`src/rtl/kgp_risc_pkg.sv`:
```
// kgp_risc_pkg: register-file write-select codes, link register and write-back queue types
package kgp_risc_pkg;
    localparam logic [1:0] WREG_NONE  = 2'b00;
    localparam logic [1:0] WREG_PORT1 = 2'b10;
    localparam logic [1:0] WREG_LINK  = 2'b11;
    localparam logic [4:0] LINK_REG   = 5'd31;
    typedef struct packed {
        logic        link;
        logic [4:0]  dest;
        logic [31:0] data;
    } wb_entry_t;
    typedef enum logic [1:0] {IDLE, ISSUE, FULL} wb_state_t;
endpackage

```
`src/rtl/wb_queue.sv`:
```
// wb_queue: 2-entry in-order FIFO, dual push (a before b), single pop
module wb_queue
    import kgp_risc_pkg::*;
(
    input  logic       clk,
    input  logic       rst,
    input  logic       push_a,
    input  wb_entry_t  entry_a,
    input  logic       push_b,
    input  wb_entry_t  entry_b,
    input  logic       pop,
    output wb_entry_t  head,
    output logic [1:0] count
);
    wb_entry_t  mem [2];
    logic       head_ptr, tail_ptr;
    logic [2:0] count_next;
    assign count_next = {1'b0, count} + {2'b0, push_a} + {2'b0, push_b} - {2'b0, pop};
    assign head = mem[head_ptr];
    always_ff @(posedge clk or negedge rst) begin
        if (!rst) begin
            count    <= 2'd0;
            head_ptr <= 1'b0;
            tail_ptr <= 1'b0;
        end else begin
            count    <= count_next[1:0];
            head_ptr <= head_ptr ^ pop;
            tail_ptr <= tail_ptr ^ (push_a ^ push_b);
        end
    end
    // a dual push lands b in the slot after a
    always_ff @(posedge clk) begin
        if (push_a) mem[tail_ptr] <= entry_a;
        if (push_b) mem[tail_ptr ^ push_a] <= entry_b;
    end
    always_ff @(posedge clk) begin
        if (rst) assert (count_next <= 3'd2);
    end
endmodule

```
`src/rtl/writeback_unit.sv`:
```
// writeback_unit: accepts ALU/load results, queues them in order, issues one register-file write per cycle
module writeback_unit
    import kgp_risc_pkg::*;
#(
    parameter int DEPTH = 2
)(
    input  logic        clk,
    input  logic        rst,
    input  logic        aluValid,
    output logic        aluReady,
    input  logic        aluLink,
    input  logic [4:0]  aluDest,
    input  logic [31:0] aluData,
    input  logic        memValid,
    output logic        memReady,
    input  logic [4:0]  memDest,
    input  logic [31:0] memData,
    output logic        wbActive,
    output logic [4:0]  wbAddr,
    output logic [1:0]  writeReg,
    output logic [31:0] writeData,
    output logic [1:0]  queueCount
);
    localparam logic [1:0] CAP = 2'(DEPTH);
    logic [1:0] sync;
    logic       rst_i;
    wb_state_t  state, state_next;
    logic       alu_push, mem_push, pop;
    logic [2:0] count_next;
    wb_entry_t  head;
    // assert asynchronously, release after two clean edges
    always_ff @(posedge clk or negedge rst) begin
        if (!rst) sync <= 2'b00;
        else sync <= {sync[0], 1'b1};
    end
    assign rst_i    = sync[1];
    assign aluReady = rst_i && state != FULL;
    assign memReady = rst_i && (state == IDLE || (state == ISSUE && !aluValid));
    assign alu_push = aluValid && aluReady;
    assign mem_push = memValid && memReady;
    assign pop      = state != IDLE;
    always_comb begin
        count_next = 3'(state == FULL ? CAP : state == ISSUE ? 2'd1 : 2'd0)
                   + 3'(alu_push) + 3'(mem_push) - 3'(pop);
        state_next = count_next == 3'd0 ? IDLE : count_next == 3'd1 ? ISSUE : FULL;
    end
    always_ff @(posedge clk or negedge rst_i) begin
        if (!rst_i) begin
            state     <= IDLE;
            wbActive  <= 1'b0;
            writeReg  <= WREG_NONE;
            wbAddr    <= 5'd0;
            writeData <= 32'd0;
        end else begin
            state    <= state_next;
            wbActive <= pop;
            writeReg <= !pop ? WREG_NONE : head.link ? WREG_LINK : WREG_PORT1;
            wbAddr   <= !pop ? 5'd0 : head.link ? LINK_REG : head.dest;
            if (pop) writeData <= head.data;
        end
    end
    wb_queue u_queue (
        .clk     (clk),
        .rst     (rst_i),
        .push_a  (alu_push),
        .entry_a ({aluLink, aluDest, aluData}),
        .push_b  (mem_push),
        .entry_b ({1'b0, memDest, memData}),
        .pop     (pop),
        .head    (head),
        .count   (queueCount)
    );
endmodule

```
`config.mk`:
```
export PLATFORM = sky130hd
export DESIGN_NAME = writeback_unit
export DESIGN_NICKNAME = d
export VERILOG_FILES = /design/src/rtl/kgp_risc_pkg.sv /design/src/rtl/wb_queue.sv /design/src/rtl/writeback_unit.sv
export SDC_FILE = /design/constraint.sdc
export NUM_CORES = 1
export LEC_CHECK = 0
export BUFFER_PORTS_ARGS = -buffer_cell sky130_fd_sc_hd__buf_4
export CORE_MARGIN = 2
export CORE_UTILIZATION = 30
export DETAILED_ROUTE_END_ITERATION = 6
export MAX_ROUTING_LAYER = met4
export SLEW_MARGIN = 20
export SYNTH_ARGS = -nofsm -noshare
export SYNTH_HDL_FRONTEND = slang
export SYNTH_SLANG_ARGS = --single-unit
```
`constraint.sdc`:
```
create_clock -name clk -period 6.7 [get_ports clk]
set_clock_uncertainty 0.1 [all_clocks]
set_input_delay 2.01 -clock clk [delete_from_list [all_inputs] [get_ports clk]]
set_output_delay 2.01 -clock clk [all_outputs]
set_load 0.02 [all_outputs]
```
==> results_dict.tcl <==
set metrics [dict create \
    outcome "finished, final reports clean" \
    ant_nets 0 \
    grt_pass1_wl_mm 21.2 \
    clock_sinks 123 \
    wl_per_cell_um 15.4 \
    power_mw 3.11 \
    rows 50 \
    yosys-top-cells-area "edfxtp_1 38%, dfrtp_1 20%, mux2i_1 19%" \
    dieArea_um2 20400 \
    ys_types 31 \
    grt_max_degree 72 \
    vias 3821 \
    synth_top_area_share 0.385 \
    final_cell_count_no_fill 851 \
    firstDrtPassIters 4 \
    fp.dieH_um 143 \
    cts_resized 0 \
    hold_viol_final 0 \
    synth_seq_cells 123 \
    fin_crit_sh 0.708 \
    setup_viol 0 \
    finalSetupTns_ns 0 \
    syn2layout_area_growth_pct 29.0 \
    ys_seq_area_frac 0.596 \
    crit_type "in -> out" \
    cpPeakStageDelay_ns 0.18 \
    grt_pass1_vias 4095 \
    numCtsBuffers 17 \
    critPathArrivalTime_ns 2.64 \
    tightest_slew_ns 1.08 \
    globalplace.congestion 0.684 \
    final_common_cell "buf_4" \
    cts_buffer_depth 2 \
    power_density_nw_per_um2 417 \
    crit_start "aluValid" \
    synth_cells 487 \
    avgSynthCellArea_um2 11.9 \
    hpwlAfterDp_mm 8.26 \
    worst-r2r-setup-slack_ns 3.33 \
    holdWs_ns 0.163 \
    reg2regPathDepth 11 \
    worstSetupEndpointType "output pin" \
    critical_path_peak_fanout 4 \
    p_leak_nw 3.40 \
    cts-root-buf "clkbuf_16" \
    crit_slowest_cell "nor3b_1" \
    timing.max_cap.violations 0 \
    yosysWarningCount 0 \
    ios 123 \
    htreeDepth 4 \
    fp.coreArea_um2 18800 \
    drcViolationCount 0 \
    cp-start-kind "input port" \
    mostFrequentLayoutCells "126 x buf_4, 109 x mux2i_1, 107 x nand2_1, 74 x edfxtp_1, 46 x inv_1" \
    cts_tree "built" \
    initialDrtViolationCount 105 \
    crit_chain "buf_4, and2_4, nor3b_1, buf_4" \
    rr_endpoint "state[0]$_DFF_PN0_" \
    cp.required_ns 4.59 \
    slew_violations 0 \
    slew_headroom 0.278 \
    setup.worst_path.end "memReady" \
    min_path_type "reg -> async" \
    diodes 0 \
    yosysTopAreaCell "edfxtp_1" \
    route.final.wire_length_mm 13.1 \
    min_period_ns 4.75 \
    reg2reg_from "sync[1]$_DFF_PN0_" \
    syn_area_um2 5770 \
    grt.overflow.total 0 \
    crit_path_frequent_cell "buf_4" \
    clock_latency_ns 0.41 \
    die_width_um 143 \
    grt_usage 0.142 \
    synth_nets 574 \
    path_clk_slew_ns 0.05 \
    seqCellArea_um2 3440 \
    nNetsFinal 691 \
    fillers 1814 \
    drive_gt1_frac 0.267 \
    postCtsHoldBufs 0 \
    max_freq_mhz 211 \
    multi_input_area_um2 2030 \
    antenna_found_initial 0 \
    viasPerCell 4.49 \
    peakVddDrop_v 0.000163 \
    post_cts_buffers 0 \
    dp.cells 819 \
    rsz0062_at_grt "false" \
    start_util 0.308 \
    portBuffers 122 \
]
==> worst max-delay path: cells and delay by family <==
family        cells  cell delay, ns
buf+inv           2            0.29
simple gates      2            0.34
==> registers in the layout, summed over array words and instances (netlist names) <==
signal and flops:
u_queue.head_ptr 1, writeData 32, sync 2, wbAddr 5
wbActive 1, u_queue.count 2, u_queue.tail_ptr 1, writeReg 1
u_queue.mem 76, state 2
==> Yosys cell counts (all sizes together) <==
library cell,instances
o22ai,5
and3,1
xnor2,3
and2,2
ha,4
nand2,107
xor2,1
buf,13
edfxtp,74
or2,1
o211ai,1
clkbuf,15
nor3,1
o21ba,1
nand3b,1
nand2b,3
o21ai,32
mux2i,109
fa,4
or3b,1
nor3b,1
dfxtp,2
dfrtp,47
inv,46
nor2,9
a21oi,1
and3b,1
conb,1
==> area by class of cell <==
class / instances / area share
Multi-Input combinational cell: 290 / 0.272
Timing Repair Buffer: 126 / 0.127
Tap cell: 234 / 0.0393
Clock buffer: 24 / 0.0633
Inverter: 46 / 0.0232
Clock inverter: 8 / 0.0128
Sequential cell: 123 / 0.462
==> per-stage QoR <==
| step | worst slack [ns] | utilization | instance area [um^2] |
|---|---|---|---|
| CTS | 1.95 | 0.397 | 7450 |
| finish | 1.95 | 0.397 | 7450 |
| detailed placement | 1.96 | 0.367 | 6880 |
| global placement | 1.95 | 0.367 | 6880 |
| floorplan | 1.91 | - | 5770 |
| global route | 1.88 | 0.397 | 7450 |
==> worst min-delay path by stage <==
stage / end / cells past startpoint
final: wbAddr[3]$_DFF_PN0_ / 0
after global placement: wbActive$_DFF_PN0_ / 0
after detailed placement: writeReg[0]$_DFF_PN0_ / 0
after CTS: wbAddr[3]$_DFF_PN0_ / 0
after global routing: wbActive$_DFF_PN0_ / 0
after floorplan: sync[1]$_DFF_PN0_ / 0
==> routing by layer <==
| layer | part of all wire | vias up | global-route usage |
|---|---|---|---|
| met1 | 0.45 | 1840 | 0.173 |
| met3 | 0.037 | 11 | 0.0376 |
| met5 | 0 | - | - |
| met4 | 0.011 | 0 | 0.0443 |
| met2 | 0.50 | 89 | 0.231 |
| li1 | - | 1881 | - |
==> kinds of logic after synthesis <==
group	synth area share
other cells	0.000650
xor+xnor	0.00607
buf+inv	0.0570
mux	0.189
fa+ha+maj	0.0225
compound gates	0.0371
simple gates	0.0921
flops	0.596
==> report_power, final <==
| group | leakage, nW | total, mW | internal, mW | switching [mW] |
|---|---|---|---|---|
| Sequential | 1.32 | 1.21 | 1.05 | 0.160 |
| Combinational | 1.80 | 1.01 | 0.440 | 0.571 |
| Clock | 0.274 | 0.881 | 0.564 | 0.317 |
Power figures use the tool's default switching activity.
